### src/rtl/demux5bit_1to2_buffered.sv
// Buffered 1-to-2 demultiplexer: one valid/ready input steered by in_sel into two
// independent DEPTH-entry FIFOs. Optional per-output delivery counters under DEMUX_STATS_EN.
module demux5bit_1to2_buffered #(
  parameter int unsigned WIDTH = 5,
  parameter int unsigned DEPTH = 2
`ifdef DEMUX_STATS_EN
  , parameter int unsigned CNT_W = 16
`endif
) (
  input  logic             clk,
  input  logic             reset,
  input  logic [WIDTH-1:0] in_data,
  input  logic             in_sel,
  input  logic             in_valid,
  output logic             in_ready,
  output logic [WIDTH-1:0] out0_data,
  output logic             out0_valid,
  input  logic             out0_ready,
  output logic [WIDTH-1:0] out1_data,
  output logic             out1_valid,
  input  logic             out1_ready
`ifdef DEMUX_STATS_EN
  , output logic [CNT_W-1:0] cnt0
  , output logic [CNT_W-1:0] cnt1
`endif
);

  localparam int unsigned PTR_W    = (DEPTH > 1) ? $clog2(DEPTH) : 1;
  localparam int unsigned CNT_BITS = PTR_W + 1;
  localparam logic [CNT_BITS-1:0] FULL_CNT = CNT_BITS'(DEPTH);

  logic [WIDTH-1:0]    mem_q    [2][DEPTH];
  logic [PTR_W-1:0]    wr_ptr_q [2];
  logic [PTR_W-1:0]    wr_ptr_d [2];
  logic [PTR_W-1:0]    rd_ptr_q [2];
  logic [PTR_W-1:0]    rd_ptr_d [2];
  logic [CNT_BITS-1:0] count_q  [2];
  logic [CNT_BITS-1:0] count_d  [2];
  logic                full_c   [2];
  logic                push_c   [2];
  logic                pop_c    [2];
  logic                oready_c [2];

  assign oready_c[0] = out0_ready;
  assign oready_c[1] = out1_ready;

  // Ready depends only on the selected FIFO; no bypass, so full refuses even on a same-cycle pop.
  always_comb begin
    for (int n = 0; n < 2; n++) begin
      full_c[n] = (count_q[n] == FULL_CNT);
    end
    in_ready = !reset && !full_c[in_sel];
    for (int n = 0; n < 2; n++) begin
      push_c[n]   = in_valid && in_ready && (in_sel == 1'(n));
      pop_c[n]    = (count_q[n] != '0) && oready_c[n];
      wr_ptr_d[n] = wr_ptr_q[n] + PTR_W'(push_c[n]);
      rd_ptr_d[n] = rd_ptr_q[n] + PTR_W'(pop_c[n]);
      count_d[n]  = count_q[n] + CNT_BITS'(push_c[n]) - CNT_BITS'(pop_c[n]);
    end
  end

  // FIFO state and storage; reset discards everything buffered.
  always_ff @(posedge clk) begin
    if (reset) begin
      for (int n = 0; n < 2; n++) begin
        wr_ptr_q[n] <= '0;
        rd_ptr_q[n] <= '0;
        count_q[n]  <= '0;
        for (int i = 0; i < DEPTH; i++) begin
          mem_q[n][i] <= '0;
        end
      end
    end else begin
      for (int n = 0; n < 2; n++) begin
        wr_ptr_q[n] <= wr_ptr_d[n];
        rd_ptr_q[n] <= rd_ptr_d[n];
        count_q[n]  <= count_d[n];
        if (push_c[n]) begin
          mem_q[n][wr_ptr_q[n]] <= in_data;
        end
      end
    end
  end

  assign out0_valid = (count_q[0] != '0);
  assign out1_valid = (count_q[1] != '0);
  assign out0_data  = mem_q[0][rd_ptr_q[0]];
  assign out1_data  = mem_q[1][rd_ptr_q[1]];

`ifdef DEMUX_STATS_EN
  logic [CNT_W-1:0] stat_q [2];
  logic [CNT_W-1:0] stat_d [2];

  // Saturating per-output delivery counters.
  always_comb begin
    for (int n = 0; n < 2; n++) begin
      stat_d[n] = stat_q[n];
      if (pop_c[n] && (stat_q[n] != '1)) begin
        stat_d[n] = stat_q[n] + CNT_W'(1);
      end
    end
  end

  always_ff @(posedge clk) begin
    if (reset) begin
      for (int n = 0; n < 2; n++) begin
        stat_q[n] <= '0;
      end
    end else begin
      for (int n = 0; n < 2; n++) begin
        stat_q[n] <= stat_d[n];
      end
    end
  end

  assign cnt0 = stat_q[0];
  assign cnt1 = stat_q[1];
`endif

endmodule
### config.mk
export PLATFORM = sky130hd
export DESIGN_NAME = demux5bit_1to2_buffered
export DESIGN_NICKNAME = d
export VERILOG_FILES = /design/src/rtl/demux5bit_1to2_buffered.sv
export SDC_FILE = /design/constraint.sdc
export NUM_CORES = 1
export LEC_CHECK = 0
export CELL_PAD_IN_SITES_DETAIL_PLACEMENT = 1
export CELL_PAD_IN_SITES_GLOBAL_PLACEMENT = 2
export CORE_ASPECT_RATIO = 0.75
export CORE_MARGIN = 8
export CORE_UTILIZATION = 38
export DETAILED_ROUTE_END_ITERATION = 7
export PLACE_DENSITY = 0.81
export SYNTH_ARGS = -nofsm -noshare
export SYNTH_HDL_FRONTEND = slang
export SYNTH_SLANG_ARGS = --single-unit
### constraint.sdc
create_clock -name clk -period 3.75 [get_ports clk]
set_clock_uncertainty 0.1 [all_clocks]
set_input_delay 0.375 -clock clk [delete_from_list [all_inputs] [get_ports clk]]
set_output_delay 0.375 -clock clk [all_outputs]
set_load 0.005 [all_outputs]
==> impl_metrics.json, run 1 <==
{
  "grt_pass1_wl_um": 5020,
  "ctsHoldBuffers": 0,
  "power.switching_w": 0.000308,
  "place_congestion": 0.723,
  "ios": 24,
  "grt_setup_unrepaired": "false",
  "antenna_found_initial": 0,
  "track_usage_pct": 10.6,
  "seq_power_share_pct": 41.7,
  "synth_top_area_share_pct": 41.3,
  "yosysTopAreaCell": "edfxtp_1",
  "intPower_w": 0.000751,
  "cap_violations": 0,
  "dieArea_um2": 6080,
  "clock-sinks": 28,
  "antenna_left": 0,
  "syn_area_per_cell_um2": 12.8,
  "yosys_most_used_dff": "edfxtp_1",
  "synth_area_um2": 1450,
  "fin_tns_setup_ps": 0,
  "grt_pass1_vias": 987,
  "drv_slew": 0,
  "p_leak_nw": 0.645,
  "finalCriticalPeriod_ps": 2400,
  "grt-ovfl-total": 0,
  "critPathMostFrequentCell": "clkdlybuf4s50_1",
  "dr.pass1.iters": 4,
  "max_freq_mhz": 416,
  "die_x_um": 87.4,
  "place_hpwl_um": 2270,
  "cp-start-kind": "input port",
  "final_hold_viol_count": 0,
  "cp_slowest_stage_delay_ps": 670,
  "switching_share_pct": 29.1,
  "clockRootBuffer": "clkbuf_8",
  "synth.distinct_cells": 32,
  "drc": 0,
  "crit_path_max_fanout": 11,
  "drt_iter0_drc": 22,
  "grt_start_max_net_pins": 17,
  "place_area_um2": 1710,
  "routed-via-count": 917,
  "min_path_type": "register to register",
  "die_height_um": 69.6,
  "maxSlewHeadroom_pct": 64.8,
  "synth_warnings": 0,
  "synth_commonest_cells": "and2_1 (20), edfxtp_1 (20), mux2_2 (10)",
  "endpoint_kind": "output pin",
  "drt-total-wl_um": 2990,
  "tightest_slew_ps": 526,
  "outcome": "completed",
  "worstPathRequired_ps": 3270,
  "clkSlewWorstSetupHoldPaths_ps": 90,
  "path_cells": "clkdlybuf4s50_1 > a211oi_1 > clkdlybuf4s50_1",
  "worst-setup-path-type": "input port to output pin",
  "cts_buffer_depth": 2,
  "peakVddDrop_mv": 0.308,
  "syn_inst": 114,
  "ys_ff_latch": 28,
  "layout-drive-gt1-share_pct": 21.3,
  "p_per_area_nw_per_um2": 595,
  "crit_slowest_cell": "clkdlybuf4s50_1",
  "cts_resized": 0,
  "antenna_cells": 0,
  "floorplan.rows": 19,
  "cts_tree": "done",
  "nets": 150,
  "synth-edff-count": 20,
  "viasPerCell": 4.88,
  "core_area_um2": 3660,
  "power_frac_comb_pct": 35.9,
  "start_util_pct": 39.7,
  "htreeDepth": 1,
  "area_growth_pct": 22.5,
  "cp_data_arrival_time_ps": 1930,
  "clock_latency_ps": 270,
  "pwr-share-clk_pct": 22.4,
  "min_period_over_period_pct": 64.1,
  "finalInstanceArea_um2": 1780,
  "finalHoldWorstSlack_ps": 461,
  "avgRoutedWirePerCell_um": 15.9,
  "port_buffers": 23,
  "synth-seq-area-share_pct": 52.3,
  "numCtsBuffers": 3,
  "synth.area.top_cells": "edfxtp_1 (41%), dfxtp_1 (11%), and2_1 (8.6%), mux2_2 (7.7%), nor4b_4 (3.3%)",
  "async_flop_share_pct": 0,
  "setup_violations": 0,
  "syn-num-nets": 127,
  "cts_setup_buffers": 0
}
cell families (layout without fill, tap and decap cells):
logic type               after synthesis  count (layout)  synth area share (%)
XOR/XNOR                               3               3                  1.81
multiplexers                          10              10                  7.75
buffers and inverters                  9              31                  3.96
AND/OR/NAND/NOR                       48              48                  25.3
adder cells (fa/ha/maj)                2               2                  1.72
flip-flops                            28              28                  52.3
AO/OA/AOI/OAI                         14              14                  7.14
worst paths after layout:
kind	slack, ps	cells after the start	end	from
max reg2reg	2100	4	count_q[0][3]	count_q[0][2]
min reg2reg	460	2	wr_ptr_q[0][0]	wr_ptr_q[0][0]
min	460	2	wr_ptr_q[0][0]	wr_ptr_q[0][0]
max	1350	3	in_ready	reset
state kept, by name, summed over array words and instances, names as in the netlist:
name	flops
mem_q	20
count_q	4
rd_ptr_q	2
wr_ptr_q	2
per-layer routing:
metal	vias to the layer above	GRT usage (%)	wire length (um)
met2	19	16.8	1410
met1	445	13.1	1400
met5	-	0	0
li1	451	-	-
met3	2	3.67	144
met4	0	2.85	27
per-stage QoR:
| step | util (%) | setup WS, ps | power (W) | instances |
|---|---|---|---|---|
| after CTS | 48.7 | 1330 | 0.00108 | 188 |
| final | 48.7 | 1350 | 0.00106 | 188 |
| after floorplan | - | 2220 | 0.000687 | 114 |
| after global placement | 46.7 | 1430 | 0.000818 | 184 |
| after detailed placement | 46.7 | 1330 | 0.000836 | 184 |
| after global routing | 48.7 | 1210 | 0.00113 | 188 |
area by class of cell:
type	instances	area, um2
Sequential cell	28	761
Fill cell	402	1880
Tap cell	52	65.1
Clock buffer	3	41.3
Timing Repair Buffer	24	238
Multi-Input combinational cell	77	636
Inverter	3	11.3
Clock inverter	1	30.0
cells in the final DEF (no fill, tap or decap), types with 2 or more instances in the layout:
cell             netlist  final
clkdlybuf4s50_1        0     23
and2_1                20     20
edfxtp_1              20     20
mux2_2                10     10
dfxtp_1                8      8
or2_2                  6      6
o21a_1                 4      4
nor3_1                 4      4
inv_1                  3      3
nor2_1                 3      3
clkbuf_8               0      3
nor2b_4                2      2
nor4b_4                2      2
nor4_4                 2      2
nand2_1                2      2
xnor2_1                2      2
o21ai_0                2      2
or3_1                  2      2
a211o_1                2      2
nor3b_1                2      2
ha_1                   2      2
critical path: cells and delay by family:
kind,cells,cell delay (ps)
AO/OA/AOI/OAI,1,310
buffers and inverters,2,1230
power by group through the flow:
stage / Sequential (W) / Combinational, W / Clock [W]
detailed placement: 0.000450 / 0.000386 / 0
global placement: 0.000446 / 0.000372 / 0
CTS: 0.000442 / 0.000389 / 0.000245
floorplan: 0.000417 / 0.000270 / 0
finish: 0.000441 / 0.000380 / 0.000238
global route: 0.000450 / 0.000418 / 0.000259
Note: power is estimated with default switching activity, not from simulation.
==> run 2: changes to the inputs <==
--- a/config.mk
+++ b/config.mk
@@ -9,9 +9,9 @@
 export CELL_PAD_IN_SITES_GLOBAL_PLACEMENT = 2
 export CORE_ASPECT_RATIO = 0.75
 export CORE_MARGIN = 8
-export CORE_UTILIZATION = 38
+export CORE_UTILIZATION = 32
 export DETAILED_ROUTE_END_ITERATION = 7
-export PLACE_DENSITY = 0.81
+export PLACE_DENSITY = 0.73
 export SYNTH_ARGS = -nofsm -noshare
 export SYNTH_HDL_FRONTEND = slang
 export SYNTH_SLANG_ARGS = --single-unit
==> constraint.sdc (replaced) <==
create_clock -name clk -period 2.18 [get_ports clk]
set_clock_uncertainty 0.1 [all_clocks]
set_input_delay 0.218 -clock clk [delete_from_list [all_inputs] [get_ports clk]]
set_output_delay 0.218 -clock clk [all_outputs]
set_load 0.005 [all_outputs]
==> impl_metrics.json, run 2 (same netlist as run 1, synthesis figures left out) <==
{
  "crit_path_max_fanout": 6,
  "grt_pass1_vias": 962,
  "layout-drive-gt1-share_pct": 23.2,
  "final_hold_viol_count": 0,
  "top_register": "mem_q",
  "antenna_found_initial": 0,
  "switching_share_pct": 28.8,
  "intPower_w": 0.00130,
  "area_growth_pct": 25.1,
  "seq_power_share_pct": 41.9,
  "finalCriticalPeriod_ps": 1950,
  "final_cell_mix": "clkdlybuf4s50_1 (22), and2_1 (20), edfxtp_1 (20), mux2_2 (10), dfxtp_1 (7)",
  "max_freq_mhz": 514,
  "grt_pass1_wl_um": 4830,
  "worst-setup-path-type": "register to output pin",
  "cp-start-kind": "register",
  "numCtsBuffers": 3,
  "antenna_cells": 0,
  "setup_violations": 0,
  "drc": 0,
  "die_height_um": 74.4,
  "tightest_slew_ps": 417,
  "largest_register_ffs": 20,
  "pwr-share-clk_pct": 22.6,
  "htreeDepth": 1,
  "antenna_left": 0,
  "peakVddDrop_mv": 0.419,
  "min_period_over_period_pct": 89.2,
  "power.switching_w": 0.000525,
  "place_congestion": 0.733,
  "place_hpwl_um": 2300,
  "finalInstanceArea_um2": 1820,
  "cts_buffer_depth": 2,
  "clock-sinks": 28,
  "min_path_type": "register to register",
  "routed-via-count": 924,
  "grt-ovfl-total": 0,
  "clkSlewWorstSetupHoldPaths_ps": 100,
  "p_per_area_nw_per_um2": 1000,
  "power_frac_comb_pct": 35.6,
  "drv_slew": 0,
  "cp_data_arrival_time_ps": 1630,
  "outcome": "completed",
  "cts_tree": "done",
  "grt_start_max_net_pins": 22,
  "dieArea_um2": 6980,
  "ctsHoldBuffers": 0,
  "nets": 152,
  "final_common_cell": "clkdlybuf4s50_1",
  "maxSlewHeadroom_pct": 72.2,
  "p_leak_nw": 0.671,
  "finalHoldWorstSlack_ps": 467,
  "ios": 24,
  "endpoint_kind": "output pin",
  "track_usage_pct": 9.14,
  "largestRegisters": "mem_q: 20 flops, count_q: 4 flops",
  "floorplan.rows": 21,
  "drt_iter0_drc": 14,
  "cap_violations": 0,
  "clockRootBuffer": "clkbuf_8",
  "grt_setup_unrepaired": "false",
  "dr.pass1.iters": 3,
  "avgRoutedWirePerCell_um": 15.3,
  "die_x_um": 93.8,
  "start_util_pct": 32.9,
  "drt-total-wl_um": 2980,
  "port_buffers": 23,
  "viasPerCell": 4.74,
  "worstPathRequired_ps": 1860,
  "fin_tns_setup_ps": 0,
  "core_area_um2": 4410,
  "place_area_um2": 1740,
  "clock_latency_ps": 280
}
[run 2: routing by layer]
layer  up-vias  part of all wire, %  GRT usage (%)  wire length [um]
met4         0                 0.80           2.63                24
met1       448                   45           10.7              1350
li1        455                    -              -                 -
met2        17                   47           15.0              1420
met5         -                    0              0                 0
met3         4                  6.6           3.83               196
[run 2: metrics by stage]
step	total power, W	utilization [%]	instances	setup slack [ps]
after floorplan	0.00118	-	114	655
after global placement	0.00140	39.5	191	278
after detailed placement	0.00144	39.5	191	200
after CTS	0.00185	41.1	195	50.9
after global routing	0.00195	41.2	195	143
final	0.00182	41.2	195	235
[run 2: final cells by class]
type	count	area, um2
fill	475	2590
sequential	28	762
multi-input combinational	77	636
timing repair buffer	26	268
tap	57	71.3
clock buffer	3	41.3
clock inverter	1	30.0
inverter	3	11.3
[run 2: critical path: stages (launching register included)]
cell and delay, ps:
dfxtp_1 510, mux2_2 370, clkdlybuf4s50_1 470
[run 2: what timing repair did]
| action | CTS | global route |
|---|---|---|
| setup endpoints to repair | 0 | 1 |
| resized for setup | 0 | 2 |
| setup buffers | 0 | 0 |
| hold endpoints to repair | 0 | 0 |
[run 2: worst paths after layout]
path | startpoint | endpoint | slack (ps) | depth (start not counted)
worst min register to register | wr_ptr_q[0][0] | wr_ptr_q[0][0] | 470 | 2
worst max register to register | count_q[0][2] | count_q[0][3] | 550 | 4
worst max-delay path | rd_ptr_q[0][0] | out0_data[4] | 230 | 2
worst min-delay path | wr_ptr_q[0][0] | wr_ptr_q[0][0] | 470 | 2
[run 2: power groups by stage]
| stage | Combinational, W | Sequential (W) | Clock, W |
|---|---|---|---|
| after detailed placement | 0.000662 | 0.000775 | 0 |
| after floorplan | 0.000464 | 0.000718 | 0 |
| after global placement | 0.000642 | 0.000762 | 0 |
| after global routing | 0.000711 | 0.000782 | 0.000452 |
| after CTS | 0.000664 | 0.000764 | 0.000426 |
| final | 0.000648 | 0.000762 | 0.000411 |
==> run 3: changes to the inputs <==
--- a/config.mk
+++ b/config.mk
@@ -7,7 +7,7 @@
 export LEC_CHECK = 0
 export CELL_PAD_IN_SITES_DETAIL_PLACEMENT = 1
 export CELL_PAD_IN_SITES_GLOBAL_PLACEMENT = 2
-export CORE_ASPECT_RATIO = 0.75
+export CORE_ASPECT_RATIO = 0.7
 export CORE_MARGIN = 8
 export CORE_UTILIZATION = 32
 export DETAILED_ROUTE_END_ITERATION = 7
==> impl_metrics.json, run 3 (same netlist as run 1, synthesis figures left out) <==
{
  "cts_setup_buffers": 0,
  "drv_slew": 0,
  "cts_buffer_depth": 2,
  "clock_latency_ps": 280,
  "floorplan.rows": 20,
  "cts_tree": "done",
  "grt_pass1_wl_um": 5110,
  "drt_iter0_drc": 16,
  "die_x_um": 96.6,
  "peakVddDrop_mv": 0.408,
  "p_leak_nw": 0.670,
  "place_hpwl_um": 2270,
  "worstPathRequired_ps": 1860,
  "final_hold_viol_count": 0,
  "final_cell_mix": "clkdlybuf4s50_1 (23), and2_1 (20), edfxtp_1 (20), mux2_2 (10), dfxtp_1 (7)",
  "antenna_left": 0,
  "clkSlewWorstSetupHoldPaths_ps": 100,
  "clockRootBuffer": "clkbuf_8",
  "final_util_pct": 42.0,
  "crit_slowest_cell": "clkdlybuf4s50_1",
  "drc": 0,
  "grt_start_max_net_pins": 22,
  "fin_tns_setup_ps": 0,
  "path_buf_inv": 1,
  "core_area_um2": 4350,
  "htreeDepth": 1,
  "area_growth_pct": 25.8,
  "antenna_cells": 0,
  "min_period_over_period_pct": 94.7,
  "clock-sinks": 28,
  "dr.pass1.iters": 4,
  "cts_resized": 0,
  "stdcell_count": 195,
  "track_usage_pct": 9.52,
  "outcome": "completed",
  "viasPerCell": 4.76,
  "setup_violations": 0,
  "routed-via-count": 929,
  "final_common_cell": "clkdlybuf4s50_1",
  "cap_violations": 0,
  "port_buffers": 23,
  "top_register": "mem_q",
  "antenna_found_initial": 0,
  "grt-ovfl-total": 0,
  "numCtsBuffers": 3,
  "largestRegisters": "mem_q: 20 flops, count_q: 4 flops",
  "path_cells": "nor2b_4 > nor2b_1 > a211oi_1 > clkdlybuf4s50_1",
  "dieArea_um2": 6990,
  "cp_slowest_stage_delay_ps": 540,
  "start_util_pct": 33.4,
  "ctsHoldBuffers": 0,
  "min_path_type": "register to register",
  "endpoint_kind": "output pin",
  "nets": 154,
  "maxSlewHeadroom_pct": 78.4,
  "avgRoutedWirePerCell_um": 15.3,
  "die_height_um": 72.4,
  "place_congestion": 0.726,
  "finalCriticalPeriod_ps": 2060,
  "crit_path_max_fanout": 7,
  "largest_register_ffs": 20,
  "grt_pass1_vias": 1021,
  "max_freq_mhz": 485,
  "worst-setup-path-type": "register to output pin",
  "drt-total-wl_um": 2980,
  "ios": 24,
  "cp_data_arrival_time_ps": 1750,
  "tightest_slew_ps": 324,
  "cp-start-kind": "register",
  "dp.cells": 191,
  "critPathTopFamily": "buffers and inverters",
  "p_per_area_nw_per_um2": 1010,
  "layout-drive-gt1-share_pct": 24.3,
  "grt_setup_unrepaired": "false"
}
## run 3: layer usage
layer	track usage [%]	vias to the layer above	share of wire (%)
li1	-	458	-
met1	12.1	444	48
met2	14.7	25	45
met3	3.20	2	6.2
met4	3.01	0	1.0
met5	0	-	0
## run 3: final timing paths
kind / from / endpoint / slack [ps] / cells after the start
min reg2reg: wr_ptr_q[0][0] / wr_ptr_q[0][0] / 460 / 2
max: count_q[0][1] / in_ready / 120 / 4
min: wr_ptr_q[0][0] / wr_ptr_q[0][0] / 460 / 2
max reg2reg: count_q[0][2] / count_q[0][3] / 550 / 4
## run 3: power breakdown
part / internal (W) / switching, W / leakage, nW
logic: 0.000399 / 0.000265 / 0.361
clock network: 0.000246 / 0.000168 / 0.0357
registers: 0.000656 / 0.000106 / 0.274
total: 0.00130 / 0.000539 / 0.670
## run 3: cell type report
cell class | count | area, um2
well taps | 55 | 68.8
fillers | 482 | 2520
inverters | 3 | 11.3
clock buffers | 3 | 41.3
flip-flops and latches | 28 | 762
multi-input cells | 77 | 636
clock inverters | 1 | 30.0
repair buffers | 28 | 280
## run 3: metrics by stage
step | instance area (um2) | setup slack (ps) | hold slack [ps] | total power (W)
2_1_floorplan | 1450 | 655 | 316 | 0.00118
3_3_place_gp | 1760 | 289 | 414 | 0.00141
3_5_place_dp | 1760 | 291 | 434 | 0.00144
4_1_cts | 1830 | 58.8 | 457 | 0.00187
5_1_grt | 1830 | 23.7 | 495 | 0.00196
6_report | 1830 | 116 | 455 | 0.00184
## run 3: worst reg2reg max path, cell delays in order, from the launching register on
cell      delay [ps]
dfxtp_1          370
o21a_1           240
ha_1             320
o311ai_1         260
a21bo_2          250
